[src/rtl/fpga_tg_sequencer.sv]
// Traffic-generator launcher: writes a config word and then a launch command to every
// generator over the narrow AXI host port, then waits for all of them to finish or time out.

package fpga_tg_sequencer_pkg;

    localparam int unsigned NumClusters = 16;
    localparam int unsigned DataWidth   = 64;

    localparam logic [1:0] RESP_OKAY   = 2'b00;
    localparam logic [1:0] RESP_SLVERR = 2'b10;
    localparam logic [1:0] BURST_INCR  = 2'b01;

    typedef struct packed {
        logic [3:0]  id;
        logic [63:0] addr;
        logic [7:0]  len;
        logic [2:0]  size;
        logic [1:0]  burst;
        logic        lock;
        logic [3:0]  cache;
        logic [2:0]  prot;
        logic [3:0]  qos;
        logic [3:0]  region;
        logic [5:0]  atop;
        logic [0:0]  user;
    } axi_narrow_aw_t;

    typedef struct packed {
        logic [63:0] data;
        logic [7:0]  strb;
        logic        last;
        logic [0:0]  user;
    } axi_narrow_w_t;

    typedef struct packed {
        logic [3:0] id;
        logic [1:0] resp;
        logic [0:0] user;
    } axi_narrow_b_t;

    typedef struct packed {
        logic [3:0]  id;
        logic [63:0] addr;
        logic [7:0]  len;
        logic [2:0]  size;
        logic [1:0]  burst;
        logic        lock;
        logic [3:0]  cache;
        logic [2:0]  prot;
        logic [3:0]  qos;
        logic [3:0]  region;
        logic [0:0]  user;
    } axi_narrow_ar_t;

    typedef struct packed {
        logic [3:0]  id;
        logic [63:0] data;
        logic [1:0]  resp;
        logic        last;
        logic [0:0]  user;
    } axi_narrow_r_t;

    typedef struct packed {
        axi_narrow_aw_t aw;
        logic           aw_valid;
        axi_narrow_w_t  w;
        logic           w_valid;
        logic           b_ready;
        axi_narrow_ar_t ar;
        logic           ar_valid;
        logic           r_ready;
    } axi_narrow_in_req_t;

    typedef struct packed {
        logic          aw_ready;
        logic          ar_ready;
        logic          w_ready;
        logic          b_valid;
        axi_narrow_b_t b;
        logic          r_valid;
        axi_narrow_r_t r;
    } axi_narrow_in_rsp_t;

endpackage

module fpga_tg_sequencer #(
    parameter int unsigned NumTrafficGenerators = fpga_tg_sequencer_pkg::NumClusters + 1,
    parameter int unsigned DataWidth            = fpga_tg_sequencer_pkg::DataWidth,
    parameter logic [63:0] TgBaseAddr           = 64'h0000_0000_1000_0000,
    parameter logic [63:0] TgStride             = 64'h0000_0000_0000_1000,
    parameter logic [63:0] CfgOffset            = 64'h0,
    parameter logic [63:0] LaunchOffset         = 64'h8,
    parameter int unsigned TimeoutCycles        = 32'd1_000_000,
    parameter type axi_req_t = fpga_tg_sequencer_pkg::axi_narrow_in_req_t,
    parameter type axi_rsp_t = fpga_tg_sequencer_pkg::axi_narrow_in_rsp_t,
    localparam int unsigned IdxW = (NumTrafficGenerators > 1) ? $clog2(NumTrafficGenerators) : 1
) (
    input  logic                            clk_i,
    input  logic                            rst_ni,
    input  logic                            start_i,
    input  logic [DataWidth-1:0]            cfg_word_i,
    input  logic [NumTrafficGenerators-1:0] tg_busy_i,
    output axi_req_t                        axi_req_o,
    input  axi_rsp_t                        axi_rsp_i,
    output logic                            busy_o,
    output logic                            done_o,
    output logic                            err_o,
    output logic                            timeout_o,
    output logic [IdxW-1:0]                 err_idx_o
);

    import fpga_tg_sequencer_pkg::RESP_OKAY;
    import fpga_tg_sequencer_pkg::BURST_INCR;

    localparam int unsigned NumSteps    = 2 * NumTrafficGenerators;
    localparam int unsigned StepW       = $clog2(NumSteps);
    localparam logic [StepW-1:0] NumTg  = StepW'(NumTrafficGenerators);
    localparam logic [StepW-1:0] LastStep = StepW'(NumSteps - 1);
    localparam logic [31:0] TimeoutLast = 32'(TimeoutCycles - 1);
    localparam logic [2:0]  AxSize      = 3'($clog2(DataWidth / 8));

    typedef enum logic [2:0] {
        ST_IDLE = 3'd0,
        ST_AW   = 3'd1,
        ST_W    = 3'd2,
        ST_B    = 3'd3,
        ST_WAIT = 3'd4,
        ST_DONE = 3'd5
    } state_e;

    state_e                          state_r;
    logic [StepW-1:0]                step_r;
    logic [NumTrafficGenerators-1:0] seen_r;
    logic [31:0]                     cnt_r;
    logic [DataWidth-1:0]            cfg_r;
    logic [DataWidth-1:0]            data_r;
    logic [63:0]                     addr_r;
    logic                            aw_valid_r;
    logic                            w_valid_r;
    logic                            b_ready_r;
    logic                            busy_r;
    logic                            done_r;
    logic                            err_r;
    logic                            timeout_r;
    logic [IdxW-1:0]                 err_idx_r;
    logic                            rsp_unused_s;

    // Steps 0..N-1 target the config registers, steps N..2N-1 the launch registers.
    function automatic logic [IdxW-1:0] step_to_idx(input logic [StepW-1:0] step);
        if (step >= NumTg) begin
            return IdxW'(step - NumTg);
        end else begin
            return IdxW'(step);
        end
    endfunction

    function automatic logic [63:0] tg_addr(input logic [StepW-1:0] step);
        logic [63:0] idx_s;
        logic [63:0] off_s;
        idx_s = 64'(step_to_idx(step));
        off_s = (step >= NumTg) ? LaunchOffset : CfgOffset;
        return TgBaseAddr + idx_s * TgStride + off_s;
    endfunction

    // Sequencer FSM with all handshake and status outputs registered.
    always_ff @(posedge clk_i) begin
        if (!rst_ni) begin
            state_r    <= ST_IDLE;
            step_r     <= '0;
            seen_r     <= '0;
            cnt_r      <= 32'd0;
            cfg_r      <= '0;
            data_r     <= '0;
            addr_r     <= 64'd0;
            aw_valid_r <= 1'b0;
            w_valid_r  <= 1'b0;
            b_ready_r  <= 1'b0;
            busy_r     <= 1'b0;
            done_r     <= 1'b0;
            err_r      <= 1'b0;
            timeout_r  <= 1'b0;
            err_idx_r  <= '0;
        end else begin
            case (state_r)
                ST_IDLE, ST_DONE: begin
                    if (start_i) begin
                        state_r    <= ST_AW;
                        step_r     <= '0;
                        seen_r     <= '0;
                        cnt_r      <= 32'd0;
                        cfg_r      <= cfg_word_i;
                        addr_r     <= tg_addr('0);
                        aw_valid_r <= 1'b1;
                        busy_r     <= 1'b1;
                        done_r     <= 1'b0;
                        err_r      <= 1'b0;
                        timeout_r  <= 1'b0;
                        err_idx_r  <= '0;
                    end
                end
                ST_AW: begin
                    if (axi_rsp_i.aw_ready) begin
                        aw_valid_r <= 1'b0;
                        w_valid_r  <= 1'b1;
                        data_r     <= (step_r >= NumTg) ? DataWidth'(64'h1) : cfg_r;
                        state_r    <= ST_W;
                    end
                end
                ST_W: begin
                    if (axi_rsp_i.w_ready) begin
                        w_valid_r <= 1'b0;
                        b_ready_r <= 1'b1;
                        state_r   <= ST_B;
                    end
                end
                ST_B: begin
                    if (axi_rsp_i.b_valid) begin
                        b_ready_r <= 1'b0;
                        if (axi_rsp_i.b.resp != RESP_OKAY) begin
                            err_r     <= 1'b1;
                            err_idx_r <= step_to_idx(step_r);
                            done_r    <= 1'b1;
                            busy_r    <= 1'b0;
                            state_r   <= ST_DONE;
                        end else if (step_r == LastStep) begin
                            cnt_r   <= 32'd0;
                            state_r <= ST_WAIT;
                        end else begin
                            step_r     <= step_r + StepW'(1);
                            addr_r     <= tg_addr(step_r + StepW'(1));
                            aw_valid_r <= 1'b1;
                            state_r    <= ST_AW;
                        end
                    end
                end
                ST_WAIT: begin
                    seen_r <= seen_r | tg_busy_i;
                    // Every generator must have been seen busy before idle counts as finished.
                    if ((&seen_r) && !(|tg_busy_i)) begin
                        done_r  <= 1'b1;
                        busy_r  <= 1'b0;
                        state_r <= ST_DONE;
                    end else if (cnt_r == TimeoutLast) begin
                        timeout_r <= 1'b1;
                        done_r    <= 1'b1;
                        busy_r    <= 1'b0;
                        state_r   <= ST_DONE;
                    end else begin
                        cnt_r <= cnt_r + 32'd1;
                    end
                end
                default: begin
                    state_r    <= ST_IDLE;
                    aw_valid_r <= 1'b0;
                    w_valid_r  <= 1'b0;
                    b_ready_r  <= 1'b0;
                    busy_r     <= 1'b0;
                end
            endcase
        end
    end

    // Drive the host request: single-beat INCR writes, read channels idle.
    always_comb begin
        axi_req_o          = '0;
        axi_req_o.aw.addr  = addr_r;
        axi_req_o.aw.size  = AxSize;
        axi_req_o.aw.burst = BURST_INCR;
        axi_req_o.aw_valid = aw_valid_r;
        axi_req_o.w.data   = data_r;
        axi_req_o.w.strb   = '1;
        axi_req_o.w.last   = 1'b1;
        axi_req_o.w_valid  = w_valid_r;
        axi_req_o.b_ready  = b_ready_r;
    end

    assign rsp_unused_s = ^axi_rsp_i;

    assign busy_o    = busy_r;
    assign done_o    = done_r;
    assign err_o     = err_r;
    assign timeout_o = timeout_r;
    assign err_idx_o = err_idx_r;

endmodule

[config.mk]
export PLATFORM = sky130hd
export DESIGN_NAME = fpga_tg_sequencer
export DESIGN_NICKNAME = d
export VERILOG_FILES = /design/src/rtl/fpga_tg_sequencer.sv
export SDC_FILE = /design/constraint.sdc
export NUM_CORES = 1
export LEC_CHECK = 0
export CORE_AREA = 10 10 170 172
export DETAILED_ROUTE_END_ITERATION = 12
export DIE_AREA = 0 0 180 182
export PLACE_DENSITY = 0.78
export SLEW_MARGIN = 10
export SYNTH_ARGS = -nofsm -noshare
export SYNTH_HDL_FRONTEND = slang
export SYNTH_SLANG_ARGS = --single-unit
[constraint.sdc]
create_clock -name clk_i -period 3.1 [get_ports clk_i]
set_clock_uncertainty 0.2 [all_clocks]
set_input_delay 0.62 -clock clk_i [delete_from_list [all_inputs] [get_ports clk_i]]
set_output_delay 0.62 -clock clk_i [all_outputs]
set_load 0.01 [all_outputs]
After elaboration in Yosys (flattened, before gate mapping)
Cells that the tools add are included.

Add/sub/neg operators: 6. $lt $le $gt $ge: 2. Equal/unequal tests: 19. Mux-type cells: 67. Bitwise logic cells: 5. Reduce and logical (&&, ||, !) cells: 27.

Operators by type and width (count): $mux W64 (5); $mux W32 (6); $pmux W64 S2 (1); $pmux W32 S3 (1); $mux W5 (10); $pmux W17 S2 (1); $add A32 B1 Y32 const B (1); $eq A32 B20 Y1 const B (1); $add A30 B4 Y31 (1); $add A29 B17 Y30 const A (1); $mux W3 (8); $mux W6 (4); $ne A2 B2 Y1 const B (11); $reduce_and A5 Y1 (4); $mux W1 (19); $mux W17 (1); $or A17 B17 Y17 (1); $reduce_and A17 Y1 (1); $reduce_or A17 Y1 (1); $pmux W3 S5 (1); $ge A6 B5 Y1 const B (2); $pmux W6 S2 (1); $pmux W5 S2 (1); $sub A5 B5 Y5 const B (2); 23 further kinds (41).

Register bits: 262. Bits of input ports: 168. Word-level logic and storage cells: 141.

Longest topological paths before layout
Gate-level depths: netlist (run 1).

Depth after elaboration: 14. Depth in mapped cells: 10. Gate-level depth less buffers: 8.

Worst setup path before layout (run 1)
Ideal clock, no wire load.

Path type: flip-flop to flip-flop. Start: reg step_r[0]. End: reg data_r[51]. Data arrival time: 2264 ps. Required time: 2826 ps. Setup slack: 562 ps. Cell stages (with the launch flop): 10. Path buffers: 3. Clock period less this slack: 2538 ps. Cells stage by stage: dfxtp_1 clkbuf_1 inv_1 ha_1 or4b_2 a21oi_1 buf_2 buf_2 nand4_1 o21ai_0.

Cells in the longest elaborated chain, start to end: 2.

RTL lines: start: declaration (line 132) `logic [StepW-1:0] step_r;`; start signal: assignment (line 229) `step_r <= step_r + StepW'(1);`; $ge A6 B5 Y1 (line 205) `data_r <= (step_r >= NumTg) ? DataWidth'(64'h1) : cfg_r;`; $mux W64 (line 205); end signal: assignment (line 205); end: declaration (line 136) `logic [DataWidth-1:0] data_r;`.

No other way between the ends. A chain may end at the register's enable or synchronous reset.

Final worst setup path (run 1)
Start: in tg_busy_i[15]. End: reg cnt_r[0].

Cells in the longest elaborated chain, start to end: 5.

RTL lines: start: declaration (line 102) `input logic [NumTrafficGenerators-1:0] tg_busy_i,`; $reduce_or A17 Y1 (line 239) `if ((&seen_r) && !(|tg_busy_i)) begin`; $logic_not A1 Y1 (line 239); $logic_and A1 B1 Y1 (line 239); $ne A2 B2 Y1 (no source line); $reduce_and A7 Y1 (no source line); end signal: assignment (line 249) `cnt_r <= cnt_r + 32'd1;`; end: declaration (line 134) `logic [31:0] cnt_r;`.

No other way between the ends.

==> results of run 1 <==
## through the flow
step | instance area, um2 | hold slack, ns | setup TNS, ns | worst slack, ns | power (mW)
after detailed placement | 11540 | 0.2496 | -0.2331 | -0.09631 | 4.876
final | 12330 | 0.2230 | 0 | 0.4258 | 7.691
after global placement | 11540 | 0.2422 | -0.1884 | -0.07862 | 4.852
after global routing | 12330 | 0.2141 | 0 | 0.2444 | 8.105
after CTS | 12320 | 0.1983 | 0 | 0.4085 | 7.749
after floorplan | 11010 | 0.2364 | 0 | 0.5619 | 4.383
## how the worst min path moves through the flow
stage                    start          to  slack, ns  cells past startpoint
floorplan           seen_r[14]  seen_r[14]       0.24                      2
detailed placement  data_r[13]  data_r[13]       0.25                      2
finish                  rst_ni   step_r[5]       0.22                      3
global placement        done_o      done_o       0.24                      2
CTS                     rst_ni   step_r[5]       0.20                      3
global route            rst_ni  addr_r[28]       0.21                      2
## layout make-up
type | count | share of cell area, %
Sequential cell | 205 | 33.29
Multi-Input combinational cell | 978 | 40.45
Antenna cell | 2 | 0.04060
Timing Repair Buffer | 197 | 16.19
Clock inverter | 10 | 1.279
Inverter | 9 | 0.2740
Clock buffer | 31 | 5.075
Tap cell | 335 | 3.400
## critical path, delay by kind of cell
kind | cells | cell delay, ns
buffers and inverters | 2 | 0.59
AO/OA/AOI/OAI | 1 | 0.09
AND/OR/NAND/NOR | 5 | 1.57
## state kept, by name, indices dropped and copies added, names as in the netlist
register,count
timeout_o,1
err_o,1
w_valid_r,1
data_r,64
seen_r,17
cfg_r,64
busy_o,1
aw_valid_r,1
addr_r,7
step_r,6
cnt_r,32
done_o,1
state_r,3
b_ready_r,1
err_idx_o,5
## cells in the final DEF (no fill, tap or decap), types with 8 or more instances in the layout
| cell | n |
|---|---|
| nand4_1 | 84 |
| or3_1 | 27 |
| a21oi_1 | 58 |
| clkdlybuf4s50_1 | 170 |
| inv_1 | 8 |
| nor4_1 | 17 |
| buf_4 | 19 |
| and3_1 | 8 |
| a21boi_0 | 65 |
| dfxtp_1 | 205 |
| o21ai_0 | 101 |
| xnor2_1 | 8 |
| clkbuf_16 | 23 |
| conb_1 | 207 |
| nor2_1 | 43 |
| nand3_1 | 24 |
| or4_1 | 10 |
| nand2_1 | 228 |
## metal layers
layer	part of all wire (%)	routed length (um)	up-vias
met5	0	0	-
met4	2.3	649	0
met3	11	3009	45
met2	48	13160	334
met1	39	10830	4031
li1	-	-	4294
## power groups by stage
stage	Combinational, mW	Clock (mW)	Sequential, mW
6_report	1.80	2.85	3.04
5_1_grt	2.01	3.03	3.07
4_1_cts	1.79	2.92	3.04
3_5_place_dp	1.78	0	3.09
3_3_place_gp	1.77	0	3.08
2_1_floorplan	1.31	0	3.08
## logic make-up (layout without fill, tap and decap cells)
kind of cell,after synthesis,count (layout)
AO/OA/AOI/OAI,268,268
AND/OR/NAND/NOR,486,486
adder cells (fa/ha/maj),5,5
multiplexers,2,2
other,2,209
XOR/XNOR,10,10
buffers and inverters,304,247
flip-flops,205,205
==> metrics.yaml, run 1 <==
power_leakage_nw: 4.581
synth_compound_area_share_pct: 15.99
clk_pin_slew_ns: 0.06
clkPwrFrac_pct: 37.1
insertion_delay_ns: 0.52
synth_cell_type_count: 55
areaGrowthSynthToFinish_pct: 20.35
antenna_found_initial: 2
pwr-share-seq_pct: 39.5
seq_area_mm2: 0.004104
grt_pass1_vias: 8480
root_buffer: "clkbuf_16"
cts_setup_buffers: 0
dr_total_vias: 8704
yosys_warnings: 0
die-area_mm2: 0.03276
grt_max_degree: 134
grt_usage_pct: 15.64
critPathArrivalTime_ns: 2.86
met2_usage_pct: 25.67
synthAdderAreaFrac_pct: 0.5985
worstSetupStartpoint: "tg_busy_i[15]"
num_io_pins: 458
drive_gt1_share_pct: 5.385
ys.flop_type: "dfxtp_1"
cts_sinks: 205
grt_pass1_wl_um: 44250
synth_area_leader_cell: "dfxtp_1"
cp_slowest_cell: "or4_1"
p_comb_share_pct: 23.4
sw_frac_of_total_pct: 31.43
regToRegSetupSlack_ns: 0.43
multiInputGateArea_mm2: 0.004987
h-tree-depth: 1
async_flop_share_pct: 0
cts_resized: 0
placeableCoreArea_mm2: 0.02562
die_h_um: 182
wl_um: 27650
max_freq_mhz: 373.9
cap_violations: 0
use_met1_pct: 17.87
die_w_um: 180
placed_cells: 1724
intPower_mw: 5.274
status: "complete, no violations"
startpoint_type: "primary input"
fin_util_pct: 48.13
critPathMostFrequentCell: "or4_1"
peakVddDrop_mv: 0.3972
worstPathMaxFanout: 3
fin_crit_ns: 2.674
synth_xor_area_share_pct: 0.8550
via_per_inst: 4.926
hpwlAfterDp_um: 19220
first_iter_violations: 615
cts_buffer_depth: 3
netlist_top_cells_area: "dfxtp_1 40%, buf_4 15%, nand2_1 8.4%"
rsz0062_at_grt: "no"
rows: 59
globalplace.congestion: 0.9034
synth_top_family_by_area: "simple AND/OR/NAND/NOR gates"
worst_slew_pin_slew_ns: 0.5909
ys_seq_elements: 205
slowest_delay_ns: 0.53
busiest_layer: "met2"
slew_violations: 0
worstPathCellList: "clkdlybuf4s50_1, or4_1, or4_1, nor4_2, nor3_1, buf_4, nand3b_1, o21ai_0"
yosysSeqAreaShare_pct: 40.06
pwr_density_cell_mw_per_mm2: 623.8
period_share_pct: 86.26
fillCellCount: 2410
synth_area_mm2: 0.01024
cts_hold_buf: 0
required_ns: 3.29
ant_nets: 0
crit_end: "cnt_r[0]"
synth-edff-count: 0
synthSimpleGateAreaFrac_pct: 23.22
firstDrtPassIters: 4
io_buffers: 171
hold_viol: 0
stdcell_count: 1767
p_switching_mw: 2.417
muxShareOfSynthArea_pct: 0.2199
nets: 1586
slew-limit-headroom_pct: 60.61
ff2ff_path_depth: 7
drcViolationCount: 0
ys_top_cells_by_count: "228 x nand2_1, 210 x buf_4, 205 x dfxtp_1, 102 x o21ai_0, 84 x nand4_1"
hp-class: "primary input to flip-flop"
grt-ovfl-total: 0
wire_per_inst_um: 15.65
reg2reg_from: "step_r[1]"
postSynthAreaPerCell_um2: 7.990
syn_inst: 1282
worstSetupEndpointType: "flip-flop"
setup_viol: 0
rr_endpoint: "data_r[38]"
cts_tree: "built"
use_met3_pct: 6.819
yosysMostFrequentCell: "nand2_1"
cts_made_buffers: 23
synth_top_area_share_pct: 40.06
start_util_pct: 39.99
crit_type: "primary input to flip-flop"
Power figures use the tool's default switching activity.
==> run 2: changes to the inputs <==
--- a/config.mk
+++ b/config.mk
@@ -8,6 +8,7 @@
 export CORE_AREA = 10 10 170 172
 export DETAILED_ROUTE_END_ITERATION = 12
 export DIE_AREA = 0 0 180 182
+export MAX_ROUTING_LAYER = met4
 export PLACE_DENSITY = 0.78
 export SLEW_MARGIN = 10
 export SYNTH_ARGS = -nofsm -noshare
==> run 2 against run 1 <==
Effect of this change: worst hold slack improved by 0.022 ns; combinational power hardly changed; maximum frequency decreased by 0.42%; core utilization hardly changed; die area unchanged; sequential share of layout area about the same; register-to-register slack hardly changed; final area about the same; via count about the same; total power fell by 0.63%; clock-buffer cell count down 1; first-iteration DRC count fell by 16%; critical endpoint is now data_r[22]; highest routed layer unchanged.
==> metrics.yaml, run 2 (synthesis gave the netlist of run 1 again) <==
worstSetupEndpointType: "flip-flop"
wl_um: 26830
drcViolationCount: 0
hold_slack_ns: 0.2454
h-tree-depth: 1
via_per_inst: 4.927
root_buffer: "clkbuf_16"
slew-limit-headroom_pct: 61.05
cts_made_buffers: 23
layout_common_cells: "228 x nand2_1, 207 x conb_1, 205 x dfxtp_1, 170 x clkdlybuf4s50_1, 101 x o21ai_0"
globalplace.congestion: 0.9073
fin_util_pct: 48.17
antenna_found_initial: 1
reg2reg_from: "step_r[0]"
ant_nets: 0
cts_tree: "built"
period_share_pct: 86.63
cap_violations: 0
die_w_um: 180
max_freq_mhz: 372.4
rr_endpoint: "data_r[22]"
placed_area_mm2: 0.01154
hold_depth: 2
dr_total_vias: 8696
holdPathEnd: "addr_r[28]"
num_io_pins: 458
drive_gt1_share_pct: 5.598
rsz0062_at_grt: "no"
clk_pin_slew_ns: 0.06
grt_pass1_wl_um: 43430
status: "complete, no violations"
grt-ovfl-total: 0
nets: 1586
fin_crit_ns: 2.685
regToRegSetupSlack_ns: 0.41
critPathArrivalTime_ns: 2.90
firstDrtPassIters: 5
power_leakage_nw: 4.577
required_ns: 3.32
grt_max_degree: 131
cts_buffer_depth: 3
hold_path_startpoint: "rst_ni"
cts_setup_buffers: 0
areaGrowthSynthToFinish_pct: 20.45
cts_sinks: 205
die_h_um: 182
hp-class: "primary input to flip-flop"
fin_area_mm2: 0.01234
hpwlAfterDp_um: 18910
hold_viol: 0
worst_slew_pin_slew_ns: 0.5798
ff2ff_path_depth: 7
worstPathMaxFanout: 54
first_iter_violations: 514
post-place-ws_ns: -0.07797
start_util_pct: 39.99
startpoint_type: "flip-flop"
rows: 59
placed_cells: 1724
setup_ws_ns: 0.4146
insertion_delay_ns: 0.50
setup_viol: 0
grt_usage_pct: 15.76
pwr_density_cell_mw_per_mm2: 619.4
reg_top3: "cfg_r (64), data_r (64), cnt_r (32)"
peakVddDrop_mv: 0.3844
die-area_mm2: 0.03276
io_buffers: 171
stdcell_count: 1765
grt_pass1_vias: 8593
slew_violations: 0
cts_hold_buf: 0
placeableCoreArea_mm2: 0.02562
crit_type: "flip-flop to flip-flop"
wire_per_inst_um: 15.20
final_common_cell: "nand2_1"
cts_resized: 0
run 2: power by group:
group / leakage (nW) / internal, mW / switching [mW] / total, mW
Combinational: 2.53 / 0.630 / 1.14 / 1.77
Clock: 0.382 / 1.74 / 1.09 / 2.83
Sequential: 1.66 / 2.89 / 0.152 / 3.04
Total: 4.58 / 5.26 / 2.38 / 7.64
run 2: area by class of cell:
class	instances	area [um2]
fill	2450	13280
multi-input combinational	978	4987
sequential	205	4104
timing repair buffer	197	1996
clock buffer	30	651.9
tap	335	419.2
clock inverter	10	143.9
inverter	9	33.78
antenna	1	2.502
run 2: stage by stage:
step	TNS, ns	power (mW)
floorplan	0	4.383
global placement	-0.1209	4.851
detailed placement	-0.2114	4.869
CTS	0	7.724
global route	0	8.069
finish	0	7.642
run 2: routing by layer:
layer	global-route usage [%]	wire length (um)	vias up
met4	3.705	393	0
met1	18.12	11130	4067
met3	5.666	2564	32
met2	25.82	12750	318
li1	-	-	4279
met5	-	0	-
run 2: critical path: stages (launching register included):
cell and delay [ns]:
dfxtp_1 0.40, inv_1 0.16, ha_1 0.25, or4b_2 0.65, a21oi_4 0.32, buf_12 0.31, nand4_1 0.15, o21ai_0 0.13
run 2: worst max-delay path by stage:
| stage | from | end | slack [ns] | cells past startpoint |
|---|---|---|---|---|
| 3_3_place_gp | tg_busy_i[15] | cnt_r[1] | -0.06 | 8 |
| 3_5_place_dp | tg_busy_i[15] | cnt_r[0] | -0.08 | 8 |
| 4_1_cts | step_r[0] | data_r[22] | 0.43 | 7 |
| 2_1_floorplan | step_r[0] | data_r[51] | 0.56 | 9 |
| 6_report | step_r[0] | data_r[22] | 0.41 | 7 |
| 5_1_grt | step_r[0] | addr_r[14] | 0.23 | 8 |
==> run 3: changes to the inputs <==
--- a/config.mk
+++ b/config.mk
@@ -5,6 +5,7 @@
 export SDC_FILE = /design/constraint.sdc
 export NUM_CORES = 1
 export LEC_CHECK = 0
+export CAP_MARGIN = 20
 export CORE_AREA = 10 10 170 172
 export DETAILED_ROUTE_END_ITERATION = 12
 export DIE_AREA = 0 0 180 182
==> results of run 3 <==
The final DEF is identical to that of run 2; final timing and power are the same.
